### src/rtl/lpc_io_decode.sv
// -----------------------------------------------------------------------------
// lpc_io_decode
//
// LPC I/O-cycle target front end. Follows LPC frames on LFRAME#/LAD and claims
// host I/O reads and writes that land inside a 2^WIN_BITS byte window at
// BASE_ADDR. It publishes the register offset to the read-data mux, returns
// the mux output on LAD for reads, and presents a write byte with a
// one-clock strobe for writes.
//
// Optional build macro:
//   LPC_SYNC_WAIT_EN - inserts two short-wait SYNC nibbles (4'h5) ahead of the
//                      ready SYNC on both reads and writes.
//
// Ports:
//   LpcClock  in   33 MHz LPC clock
//   PciReset  in   asynchronous, active-low reset
//   LFrame_n  in   LFRAME#
//   LadIn     in   sampled LAD[3:0]
//   LadOut    out  value driven onto LAD (4'hF when not driving)
//   LadOe     out  LAD output enable
//   AddrReg   out  register offset {zero pad, addr[WIN_BITS-1:0]}
//   DataRd    in   registered read data from the mux (follows AddrReg by 1 clk)
//   DataWr    out  write data byte
//   WrStrobe  out  one-clock write pulse, during the ready SYNC of a write
//   RdStrobe  out  one-clock read-done pulse, during the high data nibble
// -----------------------------------------------------------------------------
module lpc_io_decode #(
   parameter logic [15:0] BASE_ADDR = 16'h0800,
   parameter int          WIN_BITS  = 5
) (
   input  logic       LpcClock,
   input  logic       PciReset,
   input  logic       LFrame_n,
   input  logic [3:0] LadIn,
   output logic [3:0] LadOut,
   output logic       LadOe,
   output logic [7:0] AddrReg,
   input  logic [7:0] DataRd,
   output logic [7:0] DataWr,
   output logic       WrStrobe,
   output logic       RdStrobe
);

   typedef enum logic [4:0] {
      ST_IDLE,
      ST_CYC,
      ST_ADDR0,
      ST_ADDR1,
      ST_ADDR2,
      ST_ADDR3,
      ST_WDATA0,
      ST_WDATA1,
      ST_HTAR0,
      ST_HTAR1,
      ST_SYNC_W0,
      ST_SYNC_W1,
      ST_SYNC,
      ST_RDATA0,
      ST_RDATA1,
      ST_PTAR0,
      ST_PTAR1
   } state_t;

   state_t      state_q,    state_d;
   logic        is_write_q, is_write_d;
   logic [11:0] addr_q,     addr_d;      // first three address nibbles
   logic [7:0]  addr_reg_q, addr_reg_d;
   logic [7:0]  data_wr_q,  data_wr_d;
   logic [7:0]  rd_hold_q,  rd_hold_d;

   // Full address as it stands once the current nibble is shifted in; only
   // meaningful on the last address clock, where the window decision is made.
   logic [15:0] addr_shift;
   logic        win_hit;
   logic [7:0]  offset;

   assign addr_shift = {addr_q, LadIn};
   assign win_hit    = (addr_shift[15:WIN_BITS] == BASE_ADDR[15:WIN_BITS]);

   // Offset byte: window bits of the address, upper bits forced to zero.
   for (genvar gi = 0; gi < 8; gi++) begin : g_offset
      if (gi < WIN_BITS) begin : g_win
         assign offset[gi] = addr_shift[gi];
      end else begin : g_pad
         assign offset[gi] = 1'b0;
      end
   end

   // Next-state and register update logic
   always_comb begin
      state_d    = state_q;
      is_write_d = is_write_q;
      addr_d     = addr_q;
      addr_reg_d = addr_reg_q;
      data_wr_d  = data_wr_q;
      rd_hold_d  = rd_hold_q;

      if (!LFrame_n) begin
         // LFRAME# low always ends whatever was in flight. LAD=0 is a START,
         // so back-to-back STARTs simply restart at the cycle-type clock.
         state_d = (LadIn == 4'h0) ? ST_CYC : ST_IDLE;
      end else begin
         case (state_q)
            ST_IDLE: state_d = ST_IDLE;
            ST_CYC: begin
               if (LadIn == 4'h0) begin
                  is_write_d = 1'b0;
                  state_d    = ST_ADDR0;
               end else if (LadIn == 4'h2) begin
                  is_write_d = 1'b1;
                  state_d    = ST_ADDR0;
               end else begin
                  // Memory, DMA, FWH: not ours, sit out the frame.
                  state_d = ST_IDLE;
               end
            end
            ST_ADDR0: begin
               addr_d  = addr_shift[11:0];
               state_d = ST_ADDR1;
            end
            ST_ADDR1: begin
               addr_d  = addr_shift[11:0];
               state_d = ST_ADDR2;
            end
            ST_ADDR2: begin
               addr_d  = addr_shift[11:0];
               state_d = ST_ADDR3;
            end
            ST_ADDR3: begin
               addr_d = addr_shift[11:0];
               if (win_hit) begin
                  // Loading here gives the mux one clock to register DataRd
                  // before the earliest point it is sampled.
                  addr_reg_d = offset;
                  state_d    = is_write_q ? ST_WDATA0 : ST_HTAR0;
               end else begin
                  state_d = ST_IDLE;
               end
            end
            ST_WDATA0: begin
               data_wr_d[3:0] = LadIn;
               state_d        = ST_WDATA1;
            end
            ST_WDATA1: begin
               data_wr_d[7:4] = LadIn;
               state_d        = ST_HTAR0;
            end
            ST_HTAR0: state_d = ST_HTAR1;
            ST_HTAR1: begin
`ifdef LPC_SYNC_WAIT_EN
               state_d = ST_SYNC_W0;
`else
               state_d = ST_SYNC;
`endif
            end
            ST_SYNC_W0: state_d = ST_SYNC_W1;
            ST_SYNC_W1: state_d = ST_SYNC;
            ST_SYNC: begin
               if (is_write_q) begin
                  state_d = ST_PTAR0;
               end else begin
                  // Freeze the read byte so LAD cannot change mid-transfer.
                  rd_hold_d = DataRd;
                  state_d   = ST_RDATA0;
               end
            end
            ST_RDATA0: state_d = ST_RDATA1;
            ST_RDATA1: state_d = ST_PTAR0;
            ST_PTAR0:  state_d = ST_PTAR1;
            ST_PTAR1:  state_d = ST_IDLE;
            default:   state_d = ST_IDLE;
         endcase
      end
   end

   always_ff @(posedge LpcClock or negedge PciReset) begin
      if (!PciReset) begin
         state_q    <= ST_IDLE;
         is_write_q <= 1'b0;
         addr_q     <= 12'h000;
         addr_reg_q <= 8'h00;
         data_wr_q  <= 8'h00;
         rd_hold_q  <= 8'h00;
      end else begin
         state_q    <= state_d;
         is_write_q <= is_write_d;
         addr_q     <= addr_d;
         addr_reg_q <= addr_reg_d;
         data_wr_q  <= data_wr_d;
         rd_hold_q  <= rd_hold_d;
      end
   end

   // LAD drive and strobes decode only from registered state, so they move
   // strictly on clock edges and are glitch-free toward the pins.
   always_comb begin
      LadOut   = 4'hF;
      LadOe    = 1'b0;
      WrStrobe = 1'b0;
      RdStrobe = 1'b0;
      case (state_q)
         ST_SYNC_W0, ST_SYNC_W1: begin
            LadOut = 4'h5;
            LadOe  = 1'b1;
         end
         ST_SYNC: begin
            LadOut   = 4'h0;
            LadOe    = 1'b1;
            WrStrobe = is_write_q;
         end
         ST_RDATA0: begin
            LadOut = rd_hold_q[3:0];
            LadOe  = 1'b1;
         end
         ST_RDATA1: begin
            LadOut   = rd_hold_q[7:4];
            LadOe    = 1'b1;
            RdStrobe = 1'b1;
         end
         ST_PTAR0: begin
            LadOut = 4'hF;
            LadOe  = 1'b1;
         end
         default: begin
            LadOut = 4'hF;
            LadOe  = 1'b0;
         end
      endcase
   end

   assign AddrReg = addr_reg_q;
   assign DataWr  = data_wr_q;

endmodule

### config.mk
export PLATFORM = sky130hd
export DESIGN_NAME = lpc_io_decode
export DESIGN_NICKNAME = d
export VERILOG_FILES = /design/src/rtl/lpc_io_decode.sv
export SDC_FILE = /design/constraint.sdc
export NUM_CORES = 1
export LEC_CHECK = 0
export CAP_MARGIN = 20
export CORE_MARGIN = 3
export CORE_UTILIZATION = 54
export DETAILED_ROUTE_END_ITERATION = 16
export PLACE_DENSITY = 0.94
export SYNTH_ARGS = -nofsm -noshare
export SYNTH_HDL_FRONTEND = slang
export SYNTH_SLANG_ARGS = --single-unit
### constraint.sdc
create_clock -name LpcClock -period 2.81 [get_ports LpcClock]
set_input_delay 0.562 -clock LpcClock [delete_from_list [all_inputs] [get_ports LpcClock]]
set_output_delay 0.562 -clock LpcClock [all_outputs]
set_load 0.005 [all_outputs]
==> flow_metrics.env, run 1 <==
export IMPL_power_per_cell_area_nw_per_um2=411.2
export IMPL_fin_skew_ns=0.006896
export IMPL_cts_root_buffer="clkbuf_4"
export IMPL_cp_top_family="simple AND/OR/NAND/NOR gates"
export IMPL_ant_nets=0
export IMPL_finish_utilization_pct=72.05
export IMPL_p_leak_uw=0.001013
export IMPL_setup_tns_ns=0
export IMPL_place_ws_ns=0.2831
export IMPL_dp_hpwl_um=2865
export IMPL_fp_coreArea_um2=3178
export IMPL_use_met3_pct=6.239
export IMPL_status="finished, final reports clean"
export IMPL_drc=0
export IMPL_period_share_pct=97.55
export IMPL_vdd_ir_drop_max_mv=0.3637
export IMPL_met1_usage_pct=28.34
export IMPL_dp_cells=219
export IMPL_vias=1341
export IMPL_cts_buffer_depth=2
export IMPL_cts_hold_buf=0
export IMPL_critPathCaptureType="output port"
export IMPL_num_rows=20
export IMPL_synth_top_area_cell="dfrtp_1"
export IMPL_die_y_um=64.66
export IMPL_yosys_top_cells_area="dfrtp_1, mux2_2, mux2_4"
export IMPL_grt_busiest_layer="met2"
export IMPL_clk_pin_slew_ns=0.11
export IMPL_hold_violations=0
export IMPL_start_util_pct=58.46
export IMPL_cp_start_kind="register"
export IMPL_grt_max_degree=40
export IMPL_grt_pass1_vias=1404
export IMPL_avgViaCountPerCell=5.856
export IMPL_fillCellCount=218
export IMPL_ys_types=37
export IMPL_synth_cells=149
export IMPL_r2r_end="AddrReg[3]$_DFFE_PN0P_"
export IMPL_holdWs_ns=0.5249
export IMPL_layout_setup_ws_ns=0.06876
export IMPL_crit_buf_inv=1
export IMPL_track_usage_pct=21.80
export IMPL_h_tree_depth=2
export IMPL_layout_commonest_cell="dfrtp_1"
export IMPL_stdcell_count=229
export IMPL_grt_first_pass_wirelength_um=6865
export IMPL_firstDrtPassIters=4
export IMPL_r2r_cells=4
export IMPL_use_met2_pct=33.63
export IMPL_ys_warn_count=0
export IMPL_critPathKind="reg2out"
export IMPL_die_x_um=64.66
export IMPL_final_cell_mix="dfrtp_1, clkdlybuf4s50_1, mux2_2"
export IMPL_wl_per_cell_um=17.81
export IMPL_drive_gt1_share_pct=30.27
export IMPL_hold_path_depth=1
export IMPL_gp_congestion=0.8504
export IMPL_worst_pin_slew_ns=0.6740
export IMPL_synth_area_per_cell_um2=12.47
export IMPL_r2r_setup_slack_ns=0.80
export IMPL_drt_wl_total_um=4079
export IMPL_yosysSeqAreaShare_pct=52.53
export IMPL_slew_violations=0
export IMPL_antenna_found_initial=0
export IMPL_min_path_type="reg2reg"
export IMPL_synth_area_um2=1858
export IMPL_pin_count=38
export IMPL_finalSetupViolations=0
export IMPL_area_growth_pct=23.23
export IMPL_max_slew_margin_pct=54.72
export IMPL_path_cells="or2b_4, nor3_2, a221o_1, clkdlybuf4s50_1"
export IMPL_cts_buffers=5
export IMPL_cts_tree="yes"
export IMPL_worstHoldEndpoint="AddrReg[4]$_DFFE_PN0P_"
export IMPL_slowest_delay_ns=0.51
export IMPL_min_from="AddrReg[4]$_DFFE_PN0P_"
export IMPL_max_freq_mhz=364.8
export IMPL_drtIter0Drc=60
export IMPL_required_ns=2.25
export IMPL_yosys_register_bits=39
export IMPL_clk_latency_ns=0.35
export IMPL_dieArea_um2=4181
export IMPL_clock_sinks=39
export IMPL_io_buffers=34
export IMPL_maxCapViolCount=0
export IMPL_slowest_stage="clkdlybuf4s50_1"
export IMPL_grt_overflow_total=0
export IMPL_cp_max_fo=11
export IMPL_r2r_start="addr_q[2]$_DFFE_PN0P_"
export IMPL_antenna_cells=0
export IMPL_cp_arrival_ns=2.18
export IMPL_min_period_ns=2.741
export IMPL_synth_top_area_share_pct=52.53
export IMPL_nets=199
[worst register-to-register path: stages, from the launching register on]
cell	delay, ns
dfrtp_1	0.43
or4_1	0.53
nor4_1	0.21
and3_1	0.40
mux2_4	0.33
[routing by layer]
metal	vias to the layer above	share of wire [%]
met5	-	0
met4	0	2.3
met3	10	7.7
met2	65	49
met1	656	41
li1	610	-
[area by class of cell]
type                    count  area (um2)  share of cell area, %
flip-flops and latches     39       980.9                  42.84
clock buffers               5       37.54                  1.639
repair buffers             38       370.4                  16.17
inverters                   3       11.26                 0.4918
clock inverters             3       20.02                 0.8743
multi-input cells          97       814.5                  35.57
well taps                  44       55.05                  2.404
[state kept, by name (all words and copies together), names as in the netlist]
register / cells
DataWr: 8
AddrReg: 5
rd_hold_q: 8
is_write_q: 1
addr_q: 12
state_q: 5
[through the flow]
step,cell area [um2],total power (uW)
finish,2290,941.5
global placement,2197,662.5
CTS,2266,952.0
floorplan,1866,614.9
global route,2290,991.8
detailed placement,2197,666.0
[how the worst max path moves through the flow]
| stage | start | endpoint | slack, ns | depth (start not counted) |
|---|---|---|---|---|
| floorplan | state_q[3]$_DFF_PN0_ | LadOut[0] | 0.88 | 4 |
| global placement | state_q[0]$_DFF_PN0_ | LadOut[1] | 0.41 | 4 |
| detailed placement | state_q[3]$_DFF_PN0_ | LadOut[2] | 0.28 | 4 |
| CTS | state_q[2]$_DFF_PN0_ | LadOut[3] | 0.03 | 5 |
| global route | state_q[4]$_DFF_PN0_ | LadOut[3] | -0.07 | 4 |
| finish | state_q[4]$_DFF_PN0_ | LadOut[3] | 0.07 | 4 |
[cell families (layout without fill, tap and decap cells)]
group | Yosys count | in the layout | synth area share (%)
simple gates | 43 | 43 | 13.00
flops | 39 | 39 | 52.53
mux | 35 | 35 | 22.15
buf+inv | 15 | 49 | 4.848
compound gates | 14 | 14 | 6.330
xor+xnor | 2 | 2 | 0.9429
other cells | 1 | 3 | 0.2018
[report_power, final]
group	switching, uW	internal (uW)	leakage, uW	total [uW]
sequential	10.4	574	0.000524	584
clock	190	95.4	0.0000272	286
combinational	30.5	41.1	0.000462	71.6
total	231	710	0.00101	941
[Yosys cell counts]
master,n
nor3_1,6
nand3_1,4
or3b_2,1
inv_1,3
mux2_2,29
a32o_1,1
xor2_1,1
or4_1,2
buf_4,3
and3_1,3
clkbuf_1,3
a21oi_1,1
and4_1,1
xnor2_1,1
a21boi_0,1
dfrtp_1,39
o21a_1,3
conb_1,1
mux2_4,5
o21ai_0,1
nand4_1,1
o221ai_1,1
nor3b_1,2
or3_1,2
nand2b_2,1
o41a_1,1
nand2_1,3
or2b_4,1
a221o_1,4
buf_6,1
nor4b_1,1
nor2_1,11
mux2i_1,1
clkbuf_8,1
buf_2,4
nor4_1,4
a211oi_1,1
[what timing repair did]
action	4_1_cts	5_1_grt
setup buffers	0	2
endpoints found under the setup margin	4	4
endpoints found under the hold margin	0	0
gates resized for setup	3	4
Note: power is estimated with default switching activity, not from simulation.
==> inputs of run 2 (changes only) <==
--- a/config.mk
+++ b/config.mk
@@ -10,6 +10,7 @@
 export CORE_UTILIZATION = 54
 export DETAILED_ROUTE_END_ITERATION = 16
 export PLACE_DENSITY = 0.94
+export RECOVER_POWER = 50
 export SYNTH_ARGS = -nofsm -noshare
 export SYNTH_HDL_FRONTEND = slang
 export SYNTH_SLANG_ARGS = --single-unit
==> run 2 against run 1 <==
Compared with the run above: setup slack got worse by 0.0037 ns; fmax fell by 0.13%; count of clock-buffer cells in the layout did not move; critical path type unchanged; largest power group unchanged.
==> flow_metrics.env, run 2 (synthesized netlist as in run 1, its figures left out) <==
export IMPL_firstDrtPassIters=4
export IMPL_finalSetupViolations=0
export IMPL_nets=199
export IMPL_clock_sinks=39
export IMPL_die_y_um=64.66
export IMPL_dieArea_um2=4181
export IMPL_power_per_cell_area_nw_per_um2=412.8
export IMPL_drive_gt1_share_pct=29.73
export IMPL_r2r_cells=4
export IMPL_grt_max_degree=40
export IMPL_vias=1346
export IMPL_track_usage_pct=21.80
export IMPL_internal_power_uw=709.0
export IMPL_dp_hpwl_um=2865
export IMPL_pin_count=38
export IMPL_grt_pass1_vias=1404
export IMPL_holdWs_ns=0.5247
export IMPL_maxCapViolCount=0
export IMPL_cp_arrival_ns=2.18
export IMPL_ant_nets=0
export IMPL_met1_usage_pct=28.34
export IMPL_die_x_um=64.66
export IMPL_power_frac_seq_pct=62.0
export IMPL_grt_overflow_total=0
export IMPL_drc=0
export IMPL_power_uw=942.7
export IMPL_cp_start_kind="register"
export IMPL_fillCellCount=220
export IMPL_cts_buffers=5
export IMPL_clk_latency_ns=0.36
export IMPL_final_cell_mix="dfrtp_1, clkdlybuf4s50_1, mux2_2"
export IMPL_largest_reg_flops=12
export IMPL_area_growth_pct=22.90
export IMPL_start_util_pct=58.46
export IMPL_cp_max_fo=11
export IMPL_p_leak_uw=0.001009
export IMPL_layout_setup_ws_ns=0.06505
export IMPL_gp_congestion=0.8504
export IMPL_max_freq_mhz=364.3
export IMPL_worst_pin_slew_ns=0.9114
export IMPL_h_tree_depth=2
export IMPL_vdd_ir_drop_max_mv=0.3628
export IMPL_fin_skew_ns=0.006440
export IMPL_top_register="addr_q"
export IMPL_antenna_found_initial=0
export IMPL_required_ns=2.25
export IMPL_io_buffers=34
export IMPL_cts_hold_buf=0
export IMPL_drt_wl_total_um=4106
export IMPL_grt_first_pass_wirelength_um=6865
export IMPL_hold_violations=0
export IMPL_wl_per_cell_um=17.93
export IMPL_slew_violations=0
export IMPL_use_met2_pct=33.63
export IMPL_cts_root_buffer="clkbuf_4"
export IMPL_place_ws_ns=0.2831
export IMPL_critPathKind="reg2out"
export IMPL_min_period_ns=2.745
export IMPL_use_met3_pct=6.239
export IMPL_cts_tree="yes"
export IMPL_status="finished, final reports clean"
export IMPL_antenna_cells=0
export IMPL_layout_commonest_cell="dfrtp_1"
export IMPL_fp_coreArea_um2=3178
export IMPL_comb_power_share_pct=7.5
export IMPL_period_share_pct=97.68
export IMPL_clk_pin_slew_ns=0.11
export IMPL_num_rows=20
export IMPL_critPathCaptureType="output port"
export IMPL_avgViaCountPerCell=5.878
export IMPL_p_sw_share_pct=24.79
export IMPL_drtIter0Drc=71
export IMPL_min_path_type="reg2reg"
export IMPL_setup_tns_ns=0
export IMPL_hold_path_depth=1
export IMPL_power_switching_uw=233.7
export IMPL_clkPwrFrac_pct=30.6
export IMPL_grt_busiest_layer="met2"
export IMPL_max_slew_margin_pct=39.24
export IMPL_cts_buffer_depth=2
==> run 2: changes by cell type in the layout (fill, tap and decap cells not counted), sizes merged <==
cell	previous run	this run
buf	4	2
clkbuf	5	7
clkdlybuf4s50	34	31
dlygate4sd3	0	3
==> run 2: worst paths after layout <==
kind | startpoint | endpoint | slack, ns
hold / removal | AddrReg[4]$_DFFE_PN0P_ | AddrReg[4]$_DFFE_PN0P_ | 0.52
setup / recovery | state_q[4]$_DFF_PN0_ | LadOut[3] | 0.07
max in group asynchronous | PciReset | state_q[2]$_DFF_PN0_ | 1.34
hold reg to reg | AddrReg[4]$_DFFE_PN0P_ | AddrReg[4]$_DFFE_PN0P_ | 0.52
min in group asynchronous | PciReset | rd_hold_q[1]$_DFFE_PN0P_ | 0.85
setup reg to reg | state_q[1]$_DFF_PN0_ | DataWr[4]$_DFFE_PN0P_ | 0.69
==> run 2: area by class of cell <==
class	count	area (um2)	share of cell area, %
Clock inverter	3	20.02	0.8767
Inverter	3	11.26	0.4932
Tap cell	44	55.05	2.411
Sequential cell	39	980.9	42.96
Multi-Input combinational cell	97	814.5	35.67
Clock buffer	5	37.54	1.644
Timing Repair Buffer	38	364.1	15.95
==> run 2: stage by stage <==
| step | cells | area (um2) | utilization, % |
|---|---|---|---|
| 6_report | 229 | 2283 | 71.85 |
| 5_1_grt | 229 | 2283 | 71.85 |
| 3_3_place_gp | 219 | 2197 | 69.13 |
| 3_5_place_dp | 219 | 2197 | 69.13 |
| 2_1_floorplan | 151 | 1866 | - |
| 4_1_cts | 227 | 2266 | 71.30 |
==> run 2: timing repair <==
item,in CTS,in global routing
endpoints found under the setup margin,4,4
setup buffers,0,2
resized for setup,3,4
==> run 2: layer usage <==
layer,vias up,part of all wire (%)
met5,-,0
li1,608,-
met4,0,2.7
met3,13,6.8
met2,63,49
met1,662,41
==> run 2: critical path: stages, from the launching register on <==
cell	delay (ns)
dfrtp_2	0.50
or2b_4	0.32
nor3_2	0.25
a221o_1	0.24
clkdlybuf4s50_1	0.51
==> run 2: power by group through the flow <==
| stage | Clock, uW | Combinational [uW] | Sequential (uW) |
|---|---|---|---|
| 2_1_floorplan | 0 | 22.5 | 592 |
| 3_3_place_gp | 0 | 68.6 | 594 |
| 3_5_place_dp | 0 | 70.9 | 595 |
| 4_1_cts | 296 | 71.4 | 585 |
| 5_1_grt | 326 | 78.2 | 586 |
| 6_report | 288 | 70.3 | 584 |
==> inputs of run 3 (changes only) <==
--- a/config.mk
+++ b/config.mk
@@ -9,6 +9,7 @@
 export CORE_MARGIN = 3
 export CORE_UTILIZATION = 54
 export DETAILED_ROUTE_END_ITERATION = 16
+export GPL_ROUTABILITY_DRIVEN = 1
 export PLACE_DENSITY = 0.94
 export RECOVER_POWER = 50
 export SYNTH_ARGS = -nofsm -noshare
==> results of run 3 <==
The final DEF is identical to that of run 2; final timing and power are the same.
